<file path="config.mk">
export PLATFORM = sky130hd
export DESIGN_NAME = host_link_seq
export DESIGN_NICKNAME = d
export VERILOG_FILES = /design/src/rtl/host_link_seq.sv
export SDC_FILE = /design/constraint.sdc
export NUM_CORES = 1
export LEC_CHECK = 0
export ABC_AREA = 1
export CORE_MARGIN = 3
export CORE_UTILIZATION = 40
export DETAILED_ROUTE_END_ITERATION = 8
export PLACE_DENSITY = 0.68
export SYNTH_ARGS = -nofsm -noshare
export SYNTH_HDL_FRONTEND = slang
export SYNTH_SLANG_ARGS = --single-unit
</file>
<file path="constraint.sdc">
create_clock -name clk -period 6.9 [get_ports clk]
set_input_delay 1.035 -clock clk [delete_from_list [all_inputs] [get_ports clk]]
set_output_delay 1.035 -clock clk [all_outputs]
set_load 0.01 [all_outputs]
</file>
<file path="src/rtl/host_link_seq.sv">
// Host-side link sequencer: holds the core in reset, streams a program image over 8N1 UART,
// releases reset after a hold, then captures returned bytes into a FIFO. Optional header: HOST_LINK_LEN_HDR_EN.
module host_link_seq #(
  parameter int CLK_PER_HALF_BIT = 100,
  parameter int DATA_BYTES       = 4,
  parameter int ADDR_W           = 8,
  parameter int RX_DEPTH         = 16,
  parameter int RESET_HOLD       = 3
) (
  input  logic                    clk,
  input  logic                    rst,
  input  logic                    start,
  input  logic [ADDR_W:0]         word_count,
  output logic [ADDR_W-1:0]       rd_addr,
  input  logic [8*DATA_BYTES-1:0] rd_data,
  output logic                    txd,
  input  logic                    rxd,
  output logic                    core_rst,
  output logic                    busy,
  output logic                    running,
  output logic                    rx_valid,
  output logic [7:0]              rx_data,
  input  logic                    rx_ready,
  output logic                    rx_overflow,
  output logic                    frame_err
);
  localparam int WORD_W = 8*DATA_BYTES;
  localparam int CYC_W  = $clog2(2*CLK_PER_HALF_BIT);
  localparam int BYTE_W = (DATA_BYTES > 1) ? $clog2(DATA_BYTES) : 1;
  localparam int HOLD_W = $clog2(RESET_HOLD + 1);
  localparam int PTR_W  = $clog2(RX_DEPTH);
  localparam logic [CYC_W-1:0]  BIT_LAST  = CYC_W'(2*CLK_PER_HALF_BIT - 1);
  localparam logic [CYC_W-1:0]  HALF_LAST = CYC_W'(CLK_PER_HALF_BIT - 1);
  localparam logic [BYTE_W-1:0] BYTE_LAST = BYTE_W'(DATA_BYTES - 1);
  localparam logic [HOLD_W-1:0] HOLD_LAST = HOLD_W'(RESET_HOLD - 1);
  localparam logic [PTR_W:0]    DEPTH     = (PTR_W+1)'(RX_DEPTH);

  typedef enum logic [2:0] {S_IDLE, S_HDR, S_LOAD, S_RELEASE, S_RUN} state_t;
  typedef enum logic [1:0] {R_IDLE, R_START, R_DATA, R_STOP} rx_state_t;

  state_t              state, state_next;
  logic                fetch_wait, tx_on;
  logic [CYC_W-1:0]    tx_cyc;
  logic [3:0]          tx_bit;
  logic [BYTE_W-1:0]   tx_byte;
  logic [WORD_W-1:0]   tx_word, load_src;
  logic [ADDR_W:0]     words_left;
  logic [HOLD_W-1:0]   hold_cnt;
  logic                in_tx, bit_end, frame_end, word_end, first_load, more, load_word, src_hdr, from_mem;

  assign in_tx      = (state == S_HDR) || (state == S_LOAD);
  assign bit_end    = tx_on && (tx_cyc == BIT_LAST);
  assign frame_end  = bit_end && (tx_bit == 4'd9);
  assign word_end   = frame_end && (tx_byte == BYTE_LAST);
  assign first_load = in_tx && !tx_on && !fetch_wait;
  assign more       = |words_left;
  assign load_word  = first_load || (word_end && more);
  assign from_mem   = load_word && !src_hdr;

`ifdef HOST_LINK_LEN_HDR_EN
  // The header word is the sampled count, which words_left still holds until the first memory load.
  assign src_hdr  = (state == S_HDR) && first_load;
  assign load_src = src_hdr ? WORD_W'(words_left) : rd_data;
`else
  assign src_hdr  = 1'b0;
  assign load_src = rd_data;
`endif

  always_comb begin
    state_next = state;
    case (state)
      S_IDLE: begin
        if (start) begin
`ifdef HOST_LINK_LEN_HDR_EN
          state_next = S_HDR;
`else
          if (~|word_count) state_next = S_RELEASE;
          else              state_next = S_LOAD;
`endif
        end else begin
          state_next = S_IDLE;
        end
      end
      S_HDR: begin
        if (word_end) state_next = more ? S_LOAD : S_RELEASE;
        else          state_next = S_HDR;
      end
      S_LOAD: begin
        if (word_end && !more) state_next = S_RELEASE;
        else                   state_next = S_LOAD;
      end
      S_RELEASE: begin
        if (hold_cnt == HOLD_LAST) state_next = S_RUN;
        else                       state_next = S_RELEASE;
      end
      S_RUN:   state_next = S_RUN;
      default: state_next = S_IDLE;
    endcase
  end

  // Status outputs are registered from the next state so they change together with it.
  always_ff @(posedge clk or posedge rst) begin
    if (rst) begin
      state    <= S_IDLE;
      busy     <= 1'b0;
      running  <= 1'b0;
      core_rst <= 1'b1;
    end else begin
      state    <= state_next;
      busy     <= (state_next == S_HDR) || (state_next == S_LOAD) || (state_next == S_RELEASE);
      running  <= (state_next == S_RUN);
      core_rst <= (state_next != S_RUN);
    end
  end

  // The next word is fetched as soon as the current one is loaded, so it is ready at the word boundary.
  always_ff @(posedge clk or posedge rst) begin
    if (rst) begin
      fetch_wait <= 1'b0;
      tx_on      <= 1'b0;
      tx_cyc     <= {CYC_W{1'b0}};
      tx_bit     <= 4'd0;
      tx_byte    <= {BYTE_W{1'b0}};
      tx_word    <= {WORD_W{1'b0}};
      words_left <= {(ADDR_W+1){1'b0}};
      rd_addr    <= {ADDR_W{1'b0}};
      hold_cnt   <= {HOLD_W{1'b0}};
      txd        <= 1'b1;
    end else if ((state == S_IDLE) && start) begin
      fetch_wait <= 1'b1;
      rd_addr    <= {ADDR_W{1'b0}};
      words_left <= word_count;
      hold_cnt   <= {HOLD_W{1'b0}};
    end else if (load_word) begin
      fetch_wait <= 1'b0;
      tx_on      <= 1'b1;
      tx_word    <= load_src;
      tx_cyc     <= {CYC_W{1'b0}};
      tx_bit     <= 4'd0;
      tx_byte    <= {BYTE_W{1'b0}};
      txd        <= 1'b0;
      if (from_mem) begin
        rd_addr    <= rd_addr + ADDR_W'(1);
        words_left <= words_left - (ADDR_W+1)'(1);
      end
    end else if (in_tx && !tx_on) begin
      fetch_wait <= 1'b0;
    end else if (bit_end) begin
      tx_cyc <= {CYC_W{1'b0}};
      if (word_end) begin
        tx_on    <= 1'b0;
        txd      <= 1'b1;
        hold_cnt <= {HOLD_W{1'b0}};
      end else if (frame_end) begin
        tx_byte <= tx_byte + BYTE_W'(1);
        tx_word <= tx_word >> 4'd8;
        tx_bit  <= 4'd0;
        txd     <= 1'b0;
      end else begin
        tx_bit <= tx_bit + 4'd1;
        txd    <= (tx_bit == 4'd8) ? 1'b1 : tx_word[tx_bit[2:0]];
      end
    end else if (tx_on) begin
      tx_cyc <= tx_cyc + CYC_W'(1);
    end else if (state == S_RELEASE) begin
      hold_cnt <= hold_cnt + HOLD_W'(1);
    end
  end

  rx_state_t          rx_state, rx_next;
  logic               rxd_q;
  logic [CYC_W-1:0]   rx_cyc;
  logic [2:0]         rx_cnt;
  logic [7:0]         rx_shift;
  logic               rx_half, rx_full, push;

  assign rx_half = (rx_cyc == HALF_LAST);
  assign rx_full = (rx_cyc == BIT_LAST);
  assign push    = (rx_state == R_STOP) && rx_full && rxd;

  always_comb begin
    rx_next = rx_state;
    case (rx_state)
      R_IDLE: begin
        if ((state == S_RUN) && rxd_q && !rxd) rx_next = R_START;
        else                                   rx_next = R_IDLE;
      end
      R_START: begin
        if (rx_half) rx_next = rxd ? R_IDLE : R_DATA;
        else         rx_next = R_START;
      end
      R_DATA: begin
        if (rx_full && (rx_cnt == 3'd7)) rx_next = R_STOP;
        else                             rx_next = R_DATA;
      end
      R_STOP: begin
        if (rx_full) rx_next = R_IDLE;
        else         rx_next = R_STOP;
      end
      default: rx_next = R_IDLE;
    endcase
  end

  // Receiver: half-bit recheck of the start bit, then full-bit sampling of data and stop.
  always_ff @(posedge clk or posedge rst) begin
    if (rst) begin
      rx_state  <= R_IDLE;
      rxd_q     <= 1'b1;
      rx_cyc    <= {CYC_W{1'b0}};
      rx_cnt    <= 3'd0;
      rx_shift  <= 8'h00;
      frame_err <= 1'b0;
    end else begin
      rx_state <= rx_next;
      rxd_q    <= rxd;
      case (rx_state)
        R_START: rx_cyc <= rx_half ? {CYC_W{1'b0}} : rx_cyc + CYC_W'(1);
        R_DATA: begin
          if (rx_full) begin
            rx_cyc   <= {CYC_W{1'b0}};
            rx_cnt   <= rx_cnt + 3'd1;
            rx_shift <= {rxd, rx_shift[7:1]};
          end else begin
            rx_cyc <= rx_cyc + CYC_W'(1);
          end
        end
        R_STOP: begin
          rx_cyc <= rx_full ? {CYC_W{1'b0}} : rx_cyc + CYC_W'(1);
          if (rx_full && !rxd) frame_err <= 1'b1;
        end
        default: begin
          rx_cyc <= {CYC_W{1'b0}};
          rx_cnt <= 3'd0;
        end
      endcase
    end
  end

  logic [7:0]       fifo_mem [RX_DEPTH];
  logic [PTR_W-1:0] wr_ptr, rd_ptr;
  logic [PTR_W:0]   rx_count, after_pop;
  logic             pop, accept;

  // Pop is applied before push, so a full FIFO popped in the same cycle still accepts.
  assign pop       = rx_ready && (|rx_count);
  assign after_pop = rx_count - (PTR_W+1)'(pop);
  assign accept    = push && (after_pop != DEPTH);

  always_ff @(posedge clk) begin
    if (accept) fifo_mem[wr_ptr] <= rx_shift;
  end

  always_ff @(posedge clk or posedge rst) begin
    if (rst) begin
      wr_ptr      <= {PTR_W{1'b0}};
      rd_ptr      <= {PTR_W{1'b0}};
      rx_count    <= {(PTR_W+1){1'b0}};
      rx_valid    <= 1'b0;
      rx_data     <= 8'h00;
      rx_overflow <= 1'b0;
    end else begin
      if (accept) wr_ptr <= wr_ptr + PTR_W'(1);
      if (pop)    rd_ptr <= rd_ptr + PTR_W'(1);
      rx_count <= after_pop + (PTR_W+1)'(accept);
      rx_valid <= |(after_pop + (PTR_W+1)'(accept));
      if (push && !accept) rx_overflow <= 1'b1;
      if (|after_pop)  rx_data <= fifo_mem[rd_ptr + PTR_W'(pop)];
      else if (accept) rx_data <= rx_shift;
    end
  end
endmodule

</file>
# [Yosys cells after proc, flatten, opt, wreduce, memory -nomap -nowiden]
# Memories as Yosys holds them, arrays and structs flattened.
# Cells that the tools add are included.
[totals] ff_bits=120 mem_bits_rw=128 output_inout_bits=23 word_cells=190 mem_count=1
[mem_list] memory="fifo_mem" depth=16 width=8 rd=1 rd_ports_with_merged_regs=0 wr=1 line="239" source="logic [7:0] fifo_mem [RX_DEPTH];"
[classes] n_addsub=13 magnitude_cmp=1 eq_ne=28 mux=67 bitwise=2 reduce_logical=52
[ops] operator="32-bit 2-to-1 mux" count=5
[ops] operator="8-bit 2-to-1 mux" count=10
[ops] operator="2-bit 2-to-1 mux" count=16
[ops] operator="8-bit by 1-bit adder with 8-bit output, second input constant" count=3
[ops] operator="1-bit 2-to-1 mux" count=21
[ops] operator="4-bit 2-to-1 mux" count=5
[ops] operator="9-bit 2-to-1 mux" count=2
[ops] operator="9-bit OR reduction" count=2
[ops] operator="1-bit logical AND" count=17
[ops] operator="8-bit equality test, second input constant" count=2
[ops] operator="8-bit one-hot mux with 2 select lines" count=1
[ops] operator="3-bit one-hot mux with 5 select lines" count=1
[ops] operator="5-bit OR reduction" count=3
[ops] operator="4-bit by 1-bit adder with 4-bit output, second input constant" count=3
[ops] operator="3-bit by 2-bit equality test with 1-bit output, second input constant" count=4
[ops] operator="5-bit AND reduction" count=2
[ops] operator="2-bit nonzero test" count=5
[ops] operator="3-bit equality test, second input constant" count=3
[ops] operator="3-bit 2-to-1 mux" count=3
[ops] operator="3-bit nonzero test" count=3
[ops] operator="9-bit by 1-bit subtractor with 9-bit output, second input constant" count=1
[ops] operator="2-bit equality test, second input constant" count=4
[ops] operator="4-bit equality test, second input constant" count=2
[ops] operator="8-bit by 7-bit equality test with 1-bit output, second input constant" count=1
[ops] operator="other kinds (25)" count=44

# [Longest topological paths before layout]
[depth] word_depth=10 depth_mapped=17 depth_no_buf=17

# [Least setup slack after synthesis]
# Ideal clock, no wire load.
[synth_timing] path_kind="input to register" from="input rx_ready" to="register rx_valid" arrival_time_ns=3.087 required_ns=6.768 slack_ns=3.681 stages=14 path_cell_list="nand2_1 inv_1 ha_1 ha_1 xor2_1 nor3_2 nand2_1 nand2_1 inv_2 ha_1 ha_1 xor2_1 nor3_1 nand3_1"
[synth_via] elab_chain_cells=6
[synth_rtl] item="from (decl)" line="23" source="input logic rx_ready,"
[synth_rtl] item="1-bit logical AND" line="245" source="assign pop = rx_ready && (|rx_count);"
[synth_rtl] item="named net pop" line="242" source="logic pop, accept;"
[synth_rtl] item="5-bit by 1-bit subtractor with 5-bit output" line="246" source="assign after_pop = rx_count - (PTR_W+1)'(pop);"
[synth_rtl] item="5-bit inequality test" line="247" source="assign accept = push && (after_pop != DEPTH);"
[synth_rtl] item="1-bit logical AND" line="247"
[synth_rtl] item="named net accept" line="242"
[synth_rtl] item="5-bit by 1-bit adder with 5-bit output" line="265" source="rx_valid <= |(after_pop + (PTR_W+1)'(accept));"
[synth_rtl] item="5-bit OR reduction" line="265"
[synth_rtl] item="to (signal assigned)" line="265"
[synth_rtl] item="to (decl)" line="21" source="output logic rx_valid,"
# The timed path passes the listed nets, and every way through them passes these cells.
# A chain may end at the register's enable or synchronous reset.

# [Final worst setup path]
[layout_timing] from="input rx_ready" to="register rx_data[4]"
[layout_via] elab_chain_cells=5
[layout_rtl] item="1-bit logical AND *" line="245"
[layout_rtl] item="named net pop" line="242"
[layout_rtl] item="branches (longest 4 deep; another with memory 16 x 8 bit)"
[layout_rtl] item="to (signal assigned)" line="267" source="if (|after_pop) rx_data <= fifo_mem[rd_ptr + PTR_W'(pop)];"
[layout_rtl] item="to (signal assigned)" line="268" source="else if (accept) rx_data <= rx_shift;"
[layout_rtl] item="to (decl)" line="22" source="output logic [7:0] rx_data,"
# Mark *: on every way through the listed nets, which the timed path passes.

==> run metrics <==
vias after detailed routing=8636; share of the yosys chip area belonging to registers=between 50% and 60%; routability-driven placement congestion ratio=between 0.8 and 0.9; number of inserted diodes=0; Port Buffer Count=68; flip-flop and latch count after synthesis=approximately 250; Mapped Avg Cell Area=9.45 um^2; post-route setup slack=3.22 ns; number of cells produced by synthesis=1213; post-layout power=roughly 4.4 mW; vias per cell=approximately 5.2; post-synthesis cell type count=39; areal power density over the cells=around 330 nW/um^2; DR pass1 iterations=6; Layout Utilization=a little under half; global-route wire length before repair=between 40000 and 50000 um; Max Fclk=between 200 and 300 MHz; Net Count, Synth=1282; site row count=approximately 60; signed area change from the synthesized netlist to the final layout=16.0%; total wirelength of the detailed-routed design=between 20000 and 30000 um; fin. max-slew vios=0; clk root buf=sky130_fd_sc_hd__clkbuf_16; Hold Buf Count CTS=0; detailed placer's ending HPWL=17200 um; Worst Setup Start Kind=input port; routed wire length per instance=~16 um; number of levels the H-tree was split into=1; skew final=around 0.032 ns; cell type with the highest occurrence count on the critical path=sky130_fd_sc_hd__nand2_1; I/O pins=69; EDFF count, synth=approximately 130; clk_lat worst skew=roughly 0.56 ns; setup slack after placement=around 2.7 ns; share of synthesized registers carrying an async set or reset=between 40% and 50%; slack of the worst reg-to-reg path=3.32 ns; nature of the critical path endpoint=flop; fraction of final layout cells with drive strength greater than 1=~5.4%; Synth Flop Type=sky130_fd_sc_hd__edfxtp_1; Slew HR=a little under a third; final net count=around 1300; number of buffers inserted to repair setup after CTS=0; count of cells along the worst hold path=2; TritonCTS clock tree=built; number of cells traversed by the worst register-to-register path=10; arrival time at the worst endpoint=~4.1 ns; clock tree sinks=around 250; number of standard cells in the final layout excluding fillers=between 1500 and 2000; Reg clk slew, reported paths=0.06 ns; Initial Util=around 40%; deepest clock path buffer count=3; warning count from the yosys run=0; GRT Residual Overflow=0; longest individual stage delay on the worst path=approximately 0.57 ns; leak pwr=5.93 nW; cell area after synthesis=11500 um^2; worst min-delay path class=flop to flop; full die area=around 31000 um^2; required time worst endpoint=about 7.4 ns; final number of setup-violating endpoints=0; transition at the pin with the smallest max-transition slack=1.03 ns; critical path peak fanout=between 60 and 70; Resized cells post-CTS=0; maximum number of pins on one net before global-route repair=79; number of global-route vias before repair=8559; Final Hold Fails=0; vertical die dimension=175 um; critical register-to-register path endpoint=tx_word[20]$_DFFE_PP0P_; width of the die=175 um; Worst Path Class, Setup=input port to flop; start point of the worst min-delay path=tx_word[30]$_DFFE_PP0P_; initial antenna violation count=0; Critical-path top delay cell=sky130_fd_sc_hd__inv_2; portion of the clock cycle consumed by the worst path in the final layout=a little over half; remaining antenna violation count=0; DRC errors left=0; highest ir drop seen on vdd=between 200 and 250 uV; number of fill cells in the layout=approximately 2600; number of maximum-capacitance constraint violations=0; combined global-route utilization of all metal layers=17.2%; first-iteration detailed-routing DRC count=slightly below 800; chain of cells forming the critical path=clkdlybuf4s50_1 > nand2_1 > inv_1 > ha_1 > buf_4 > inv_2 > o21ai_0 > o211ai_1 > nand3_1 > o21ai_1 > nand2_1 > nand2_1; launching point of the worst reg2reg path=tx_bit[1]$_DFFE_PP0P_; minimum clock period=3.68 ns; Total Neg Setup Slack=0 ns; core area=~28000 um^2; number of buffers inserted during clock tree synthesis=27; sink of the worst hold path=tx_word[30]$_DFFE_PP0P_; run status=completed; setup repair after global routing missed its margin=no; cell count after placement=approximately 1600
report_power, final:
part           leakage [nW]  internal [mW]  switching, mW
Sequential             2.93           1.60         0.0431
Clock                 0.438          0.884          0.590
Combinational          2.57          0.419          0.837
Total                  5.93           2.91           1.47
stage by stage:
| step | hold WS, ns | instance area [um^2] |
|---|---|---|
| final | 0.472 | 13300 |
| after floorplan | 0.443 | 11500 |
| after global placement | 0.456 | 12400 |
| after CTS | 0.476 | 13300 |
| after detailed placement | 0.460 | 12400 |
| after global routing | 0.492 | 13300 |
state kept, by name, summed over array words and instances, names as in the netlist, 2 cells and up:
signal and flops:
fifo_mem 128, tx_word 32, words_left 9, rd_addr 8
rx_cyc 8, rx_data 8, rx_shift 8, tx_cyc 8
rx_count 5, rd_ptr 4, tx_bit 4, wr_ptr 4
rx_cnt 3, state 3, hold_cnt 2, rx_state 2
tx_byte 2
synthesized netlist by cell type (3+ instances only):
| cell type | n | area share, % |
|---|---|---|
| sky130_fd_sc_hd__nand3b_1 | 3 | 0.20 |
| sky130_fd_sc_hd__inv_1 | 73 | 2.4 |
| sky130_fd_sc_hd__dfstp_2 | 3 | 0.69 |
| sky130_fd_sc_hd__buf_6 | 4 | 0.39 |
| sky130_fd_sc_hd__nor3_1 | 10 | 0.44 |
| sky130_fd_sc_hd__buf_1 | 4 | 0.13 |
| sky130_fd_sc_hd__xnor2_1 | 8 | 0.61 |
| sky130_fd_sc_hd__a21oi_1 | 8 | 0.35 |
| sky130_fd_sc_hd__buf_2 | 11 | 0.48 |
| sky130_fd_sc_hd__clkbuf_1 | 21 | 0.69 |
| sky130_fd_sc_hd__inv_2 | 9 | 0.29 |
| sky130_fd_sc_hd__nor2_1 | 183 | 6.0 |
| sky130_fd_sc_hd__xor2_1 | 18 | 1.4 |
| sky130_fd_sc_hd__nand2_1 | 293 | 9.6 |
| sky130_fd_sc_hd__o21ai_0 | 108 | 4.7 |
| sky130_fd_sc_hd__o21ai_1 | 4 | 0.17 |
| sky130_fd_sc_hd__nand2_2 | 3 | 0.16 |
| sky130_fd_sc_hd__nand3_4 | 3 | 0.46 |
| sky130_fd_sc_hd__dfrtp_1 | 117 | 26 |
| sky130_fd_sc_hd__nand3_1 | 112 | 4.9 |
| sky130_fd_sc_hd__nand4_1 | 11 | 0.60 |
| sky130_fd_sc_hd__buf_4 | 7 | 0.46 |
| sky130_fd_sc_hd__ha_1 | 23 | 2.5 |
| sky130_fd_sc_hd__edfxtp_1 | 128 | 34 |
| sky130_fd_sc_hd__o211ai_1 | 30 | 2.0 |
how the worst max path moves through the flow:
| stage | cells past startpoint | end | start |
|---|---|---|---|
| after floorplan | 1 | busy$_DFF_PP0_ | rst |
| after global placement | 12 | rx_data[5]$_DFFE_PP0P_ | rx_ready |
| after detailed placement | 12 | rx_data[5]$_DFFE_PP0P_ | rx_ready |
| after CTS | 12 | rx_data[4]$_DFFE_PP0P_ | rx_ready |
| after global routing | 10 | tx_word[17]$_DFFE_PP0P_ | tx_bit[1]$_DFFE_PP0P_ |
| final | 12 | rx_data[4]$_DFFE_PP0P_ | rx_ready |
area by class of cell:
| cell class | count | area [um^2] | share of cell area [%] |
|---|---|---|---|
| Timing Repair Buffer | 71 | 703 | 5.29 |
| Multi-Input combinational cell | 836 | 4060 | 30.5 |
| Sequential cell | 248 | 6850 | 51.5 |
| Clock buffer | 36 | 719 | 5.41 |
| Inverter | 82 | 310 | 2.33 |
| Tap cell | 378 | 473 | 3.56 |
| Clock inverter | 14 | 183 | 1.37 |
cells in the final DEF (no fill, tap or decap), drive strengths merged:
master / netlist / layout
ha: 23 / 23
dfstp: 3 / 3
nor2: 186 / 186
nand2: 297 / 297
o21ai: 112 / 112
nor3: 11 / 11
o31ai: 2 / 2
buf: 26 / 3
a31o: 1 / 1
clkinv: 0 / 8
nand3b: 3 / 3
dfrtp: 117 / 117
a31oi: 1 / 1
a22o: 2 / 2
a21oi: 9 / 9
nor4: 2 / 2
nand4: 11 / 11
clkbuf: 21 / 36
nand3: 116 / 116
bufinv: 0 / 4
xnor2: 9 / 9
o211ai: 30 / 30
inv: 82 / 83
nor3b: 2 / 2
o21bai: 1 / 1
clkdlybuf4s50: 0 / 68
clkinvlp: 0 / 1
edfxtp: 128 / 128
xor2: 18 / 18
metal layers:
layer / vias to the layer above / global-route usage (%) / wire [um] / share of wire [%]
met5: - / 0 / 0 / 0
met4: 0 / 4.95 / 581 / 2.2
met3: 42 / 2.62 / 1690 / 6.3
met2: 295 / 29.5 / 13000 / 49
met1: 4129 / 22.6 / 11300 / 42
li1: 4170 / - / - / -
critical path: cells and delay by family:
family / cells / cell delay, ns
compound gates: 3 / 0.69
simple gates: 4 / 0.45
fa+ha+maj: 1 / 0.28
buf+inv: 4 / 1.56
kinds of logic after synthesis:
family / after synthesis / share of synthesized area (%)
simple gates: 628 / 23.0
flops: 248 / 59.7
compound gates: 158 / 7.76
buf+inv: 129 / 4.83
xor+xnor: 27 / 2.13
fa+ha+maj: 23 / 2.51
Note: power is estimated with default switching activity, not from simulation.
==> edit 1 (same flow settings) <==
The 5 states of `state_t` get a one-hot encoding in 5 bits.
--- a/src/rtl/host_link_seq.sv
+++ b/src/rtl/host_link_seq.sv
@@ -35,7 +35,7 @@
   localparam logic [HOLD_W-1:0] HOLD_LAST = HOLD_W'(RESET_HOLD - 1);
   localparam logic [PTR_W:0]    DEPTH     = (PTR_W+1)'(RX_DEPTH);
 
-  typedef enum logic [2:0] {S_IDLE, S_HDR, S_LOAD, S_RELEASE, S_RUN} state_t;
+  typedef enum logic [4:0] {S_IDLE = 5'b00001, S_HDR = 5'b00010, S_LOAD = 5'b00100, S_RELEASE = 5'b01000, S_RUN = 5'b10000} state_t;
   typedef enum logic [1:0] {R_IDLE, R_START, R_DATA, R_STOP} rx_state_t;
 
   state_t              state, state_next;
Check against the original RTL: no difference found for any inputs over 4 cycles, from zero or initial values and one cycle with rst high; so few cycles prove little.
==> edit 1 against the unedited design <==
- synthesized area rose by 1.9%
- first-iteration DRC count down 14%
- final area is 1.6% higher
- setup slack improved by 0.014 ns
- non-clock buffer count up 1
- critical path depth did not move
- cell count increased by 1.4%
- synthesized cell count up 2.1%
- power up 13%
- sequential power up 11%
- sequential cell count is 2 higher
- wire length rose by 2.6%
- critical path type unchanged
- largest power group unchanged
==> edit 1: results (changes against the unedited design) <==
[status]
status = complete, no violations

[yosys]
synthArstFlopShare = 0.488  ; +0.00413
netlist_top_cells_area = edfxtp_1 33%, dfrtp_1 25%, nand2_1 9.1%, nor2_1 5.8%, o21ai_0 4.7%
yosys_warnings = 0  ; unchanged
yosysSeqAreaShare = 0.591  ; -0.00680
synthAdderAreaFrac = 0.0246  ; -0.000470
yosysUniqueCellTypes = 41  ; +5.1%
synth-edff-count = 128  ; unchanged
ys_top_cells_by_count = 284 x nand2_1, 182 x nor2_1, 128 x edfxtp_1
synth-compound-area-share = 0.0801  ; +0.00251
syn-num-nets = 1308  ; +2.0%
synth_xor_area_frac = 0.0232  ; +0.00196

[critical_path]
critPathTopFamily = buffers and inverters
crit_slowest_cell = inv_2
crit_arrival_ns = 4.07  ; -0.06 ns
reg2regPathDepth = 13  ; +3

[cts]
clk_pin_slew_ns = 0.06  ; about the same
clock_latency_ns = 0.53  ; -0.03 ns
cts_setup_buffers = 0  ; unchanged
htreeDepth = 1  ; unchanged

[placement]
place.port_buffers = 68  ; unchanged
place_ws_ns = 2.78  ; +0.0636 ns
gp_congestion = 0.870  ; +7.6%
hpwl_mm = 17.4  ; +1.3%
place_area_um2 = 12600  ; +1.5%

[cells_and_area]
nets = 1358  ; +1.7%
drive_above_1_share = 0.0573  ; +0.00364
fill_cells = 2602  ; +0.89%

[global_route]
grt_pass1_wl_mm = 44.2  ; +2.2%
grt_pass1_vias = 8405  ; -1.8%
grt_start_max_net_pins = 66  ; -16%
grt_usage = 0.174  ; +0.00205
grt_use_met1 = 0.251  ; +0.0247
met3_usage = 0.0277  ; +0.00151
use_met2 = 0.275  ; -0.0199

[detailed_routing]
dr.pass1.iters = 5  ; -1
routedWlPerCell_um = 16.1  ; +1.2%
num_vias = 8807  ; +2.0%
drt-initial-drc-count = 674  ; -14%

[power_and_ir_drop]
leakage_nw = 6.03  ; +1.6%
peakVddDrop_v = 0.000212  ; -5.1%

[worst_hold_path]
min_path_cells = 2  ; unchanged

[timing]
clock-skew-final_ns = 0.0117  ; -0.0201 ns
slew_headroom = 0.190  ; -0.124

edit 1: final timing paths:
check	startpoint	end	slack (ns)
max	rx_ready	rx_data[7]	3.23
min	tx_word[24]	tx_word[24]	0.47
max reg2reg	rx_count[2]	rx_data[7]	3.48
min reg2reg	tx_word[24]	tx_word[24]	0.47
max in group asynchronous	rst	tx_bit[0]	4.64
min in group asynchronous	rst	busy	1.02
edit 1: power breakdown:
part	switching (W)	internal (W)	leakage, nW	total, W
combinational	0.00107	0.000565	2.62	0.00163
sequential	0.000121	0.00171	2.96	0.00183
clock	0.000575	0.000912	0.450	0.00149
total	0.00176	0.00319	6.03	0.00495
edit 1: logic make-up (layout without fill, tap and decap cells):
kind of cell / Yosys count / in the layout
XOR/XNOR: 31 / 31
AO/OA/AOI/OAI: 165 / 165
buffers and inverters: 148 / 219
AND/OR/NAND/NOR: 622 / 622
flip-flops: 250 / 250
adder cells (fa/ha/maj): 23 / 23
edit 1: layout make-up:
class / count / area (µm²) / area share
Clock buffer: 38 / 757 / 0.0560
Clock inverter: 12 / 164 / 0.0121
Inverter: 97 / 367 / 0.0271
Multi-Input combinational cell: 841 / 4140 / 0.306
Sequential cell: 250 / 6900 / 0.511
Tap cell: 378 / 473 / 0.0350
Timing Repair Buffer: 72 / 711 / 0.0526
edit 1: layer usage:
layer  routed length (µm)  part of all wire
met1                12400              0.46
met2                12700              0.47
met3                 1560             0.057
met4                  558             0.020
met5                    0                 0
edit 1: through the flow:
step | cells | hold WS [ns]
after floorplan | 1239 | 0.442
after global placement | 1638 | 0.456
after detailed placement | 1638 | 0.459
after CTS | 1688 | 0.474
after global routing | 1688 | 0.496
final | 1688 | 0.471
==> edit 2 (config.mk and constraints unchanged) <==
Without the edit above. `RESET_HOLD`: 3 -> 2.
--- a/src/rtl/host_link_seq.sv
+++ b/src/rtl/host_link_seq.sv
@@ -5,7 +5,7 @@
   parameter int DATA_BYTES       = 4,
   parameter int ADDR_W           = 8,
   parameter int RX_DEPTH         = 16,
-  parameter int RESET_HOLD       = 3
+  parameter int RESET_HOLD       = 2
 ) (
   input  logic                    clk,
   input  logic                    rst,
Behaviour: not the same (Yosys sat finds a counterexample within 4 cycles, from zero or initial values and one cycle with rst high).
==> edit 2 against the unedited design <==
- largest cell class unchanged
- largest power group unchanged
- register-to-register slack improved by 0.16 ns
- fmax increased by 1.5%
- final area increased by 0.63%
- setup slack improved by 0.054 ns
- sequential share of layout area decreased by 0.32 points
- power increased by 0.14%
- sequential cell count unchanged
- wire length increased by 1.8%
- non-clock buffer count increased by 3
- synthesized area increased by 0.25%
- cell count increased by 0.12%
==> edit 2: results (changes against the unedited design) <==
[timing]
hold_ws_ns = 0.470  ; -0.00245 ns
worst_slew_pin_slew_ns = 0.948  ; -0.0777 ns
period_needed_ns = 3.63  ; -0.0536 ns
clock-skew-final_ns = 0.0318  ; +0.0000251 ns

[placement]
gp_congestion = 0.924  ; +14%
hpwl_mm = 17.6  ; +2.3%

[cells_and_area]
nNonClkBuffers = 74  ; +4.2%
seq_share = 0.512  ; -0.00322
nClkBuffers = 42  ; +17%
fin_area_um2 = 13400  ; +0.63%
fill_cells = 2636  ; +2.2%
drive_above_1_share = 0.0636  ; +0.0100
clock_area_frac = 0.0698  ; +0.00201
nets = 1336  ; +0.075%

[power_and_ir_drop]
peakVddDrop_v = 0.000226  ; +1.4%

[worst_hold_path]
min_to = tx_word[31]

[critical_path]
critPathMaxStageDelay_ns = 0.55  ; -0.02 ns
crit_arrival_ns = 4.07  ; -0.06 ns
r2r_slack_ns = 3.48  ; +0.16 ns
worstReg2RegStart = rx_count[2]
reg2reg_to = rx_data[6]

[yosys]
netlist_top_cells_area = edfxtp_1 33%, dfrtp_1 25%, nand2_1 9.4%, nor2_1 5.9%, nand3_1 4.8%
yosysSeqAreaShare = 0.596  ; -0.00150
ys_top_cells_by_count = 288 x nand2_1, 181 x nor2_1, 128 x edfxtp_1

[detailed_routing]
wl_mm = 27.1  ; +1.8%
viasPerCell = 5.18  ; about the same

[status]
status = complete, no violations

-- edit 2: logic make-up after synthesis --
group | count (synthesis) | share of synthesized area
AOI/OAI and AO/OA | 159 | 0.0781
adders and majority gates | 23 | 0.0250
and+or+nand+nor | 627 | 0.233
xor gates and xnor gates | 27 | 0.0212
buffers and inverters | 126 | 0.0472
DFF | 248 | 0.596
-- edit 2: metal layers --
metal,global-route usage,up-vias,share of wire
met1,0.238,4120,0.43
met5,0,-,0
li1,-,4175,-
met2,0.290,291,0.48
met3,0.0300,54,0.064
met4,0.0581,0,0.025
-- edit 2: power breakdown --
| group | internal [W] | switching (W) | leakage [nW] |
|---|---|---|---|
| clock network | 0.000872 | 0.000597 | 0.455 |
| logic | 0.000424 | 0.000836 | 2.58 |
| registers | 0.00161 | 0.0000504 | 2.93 |
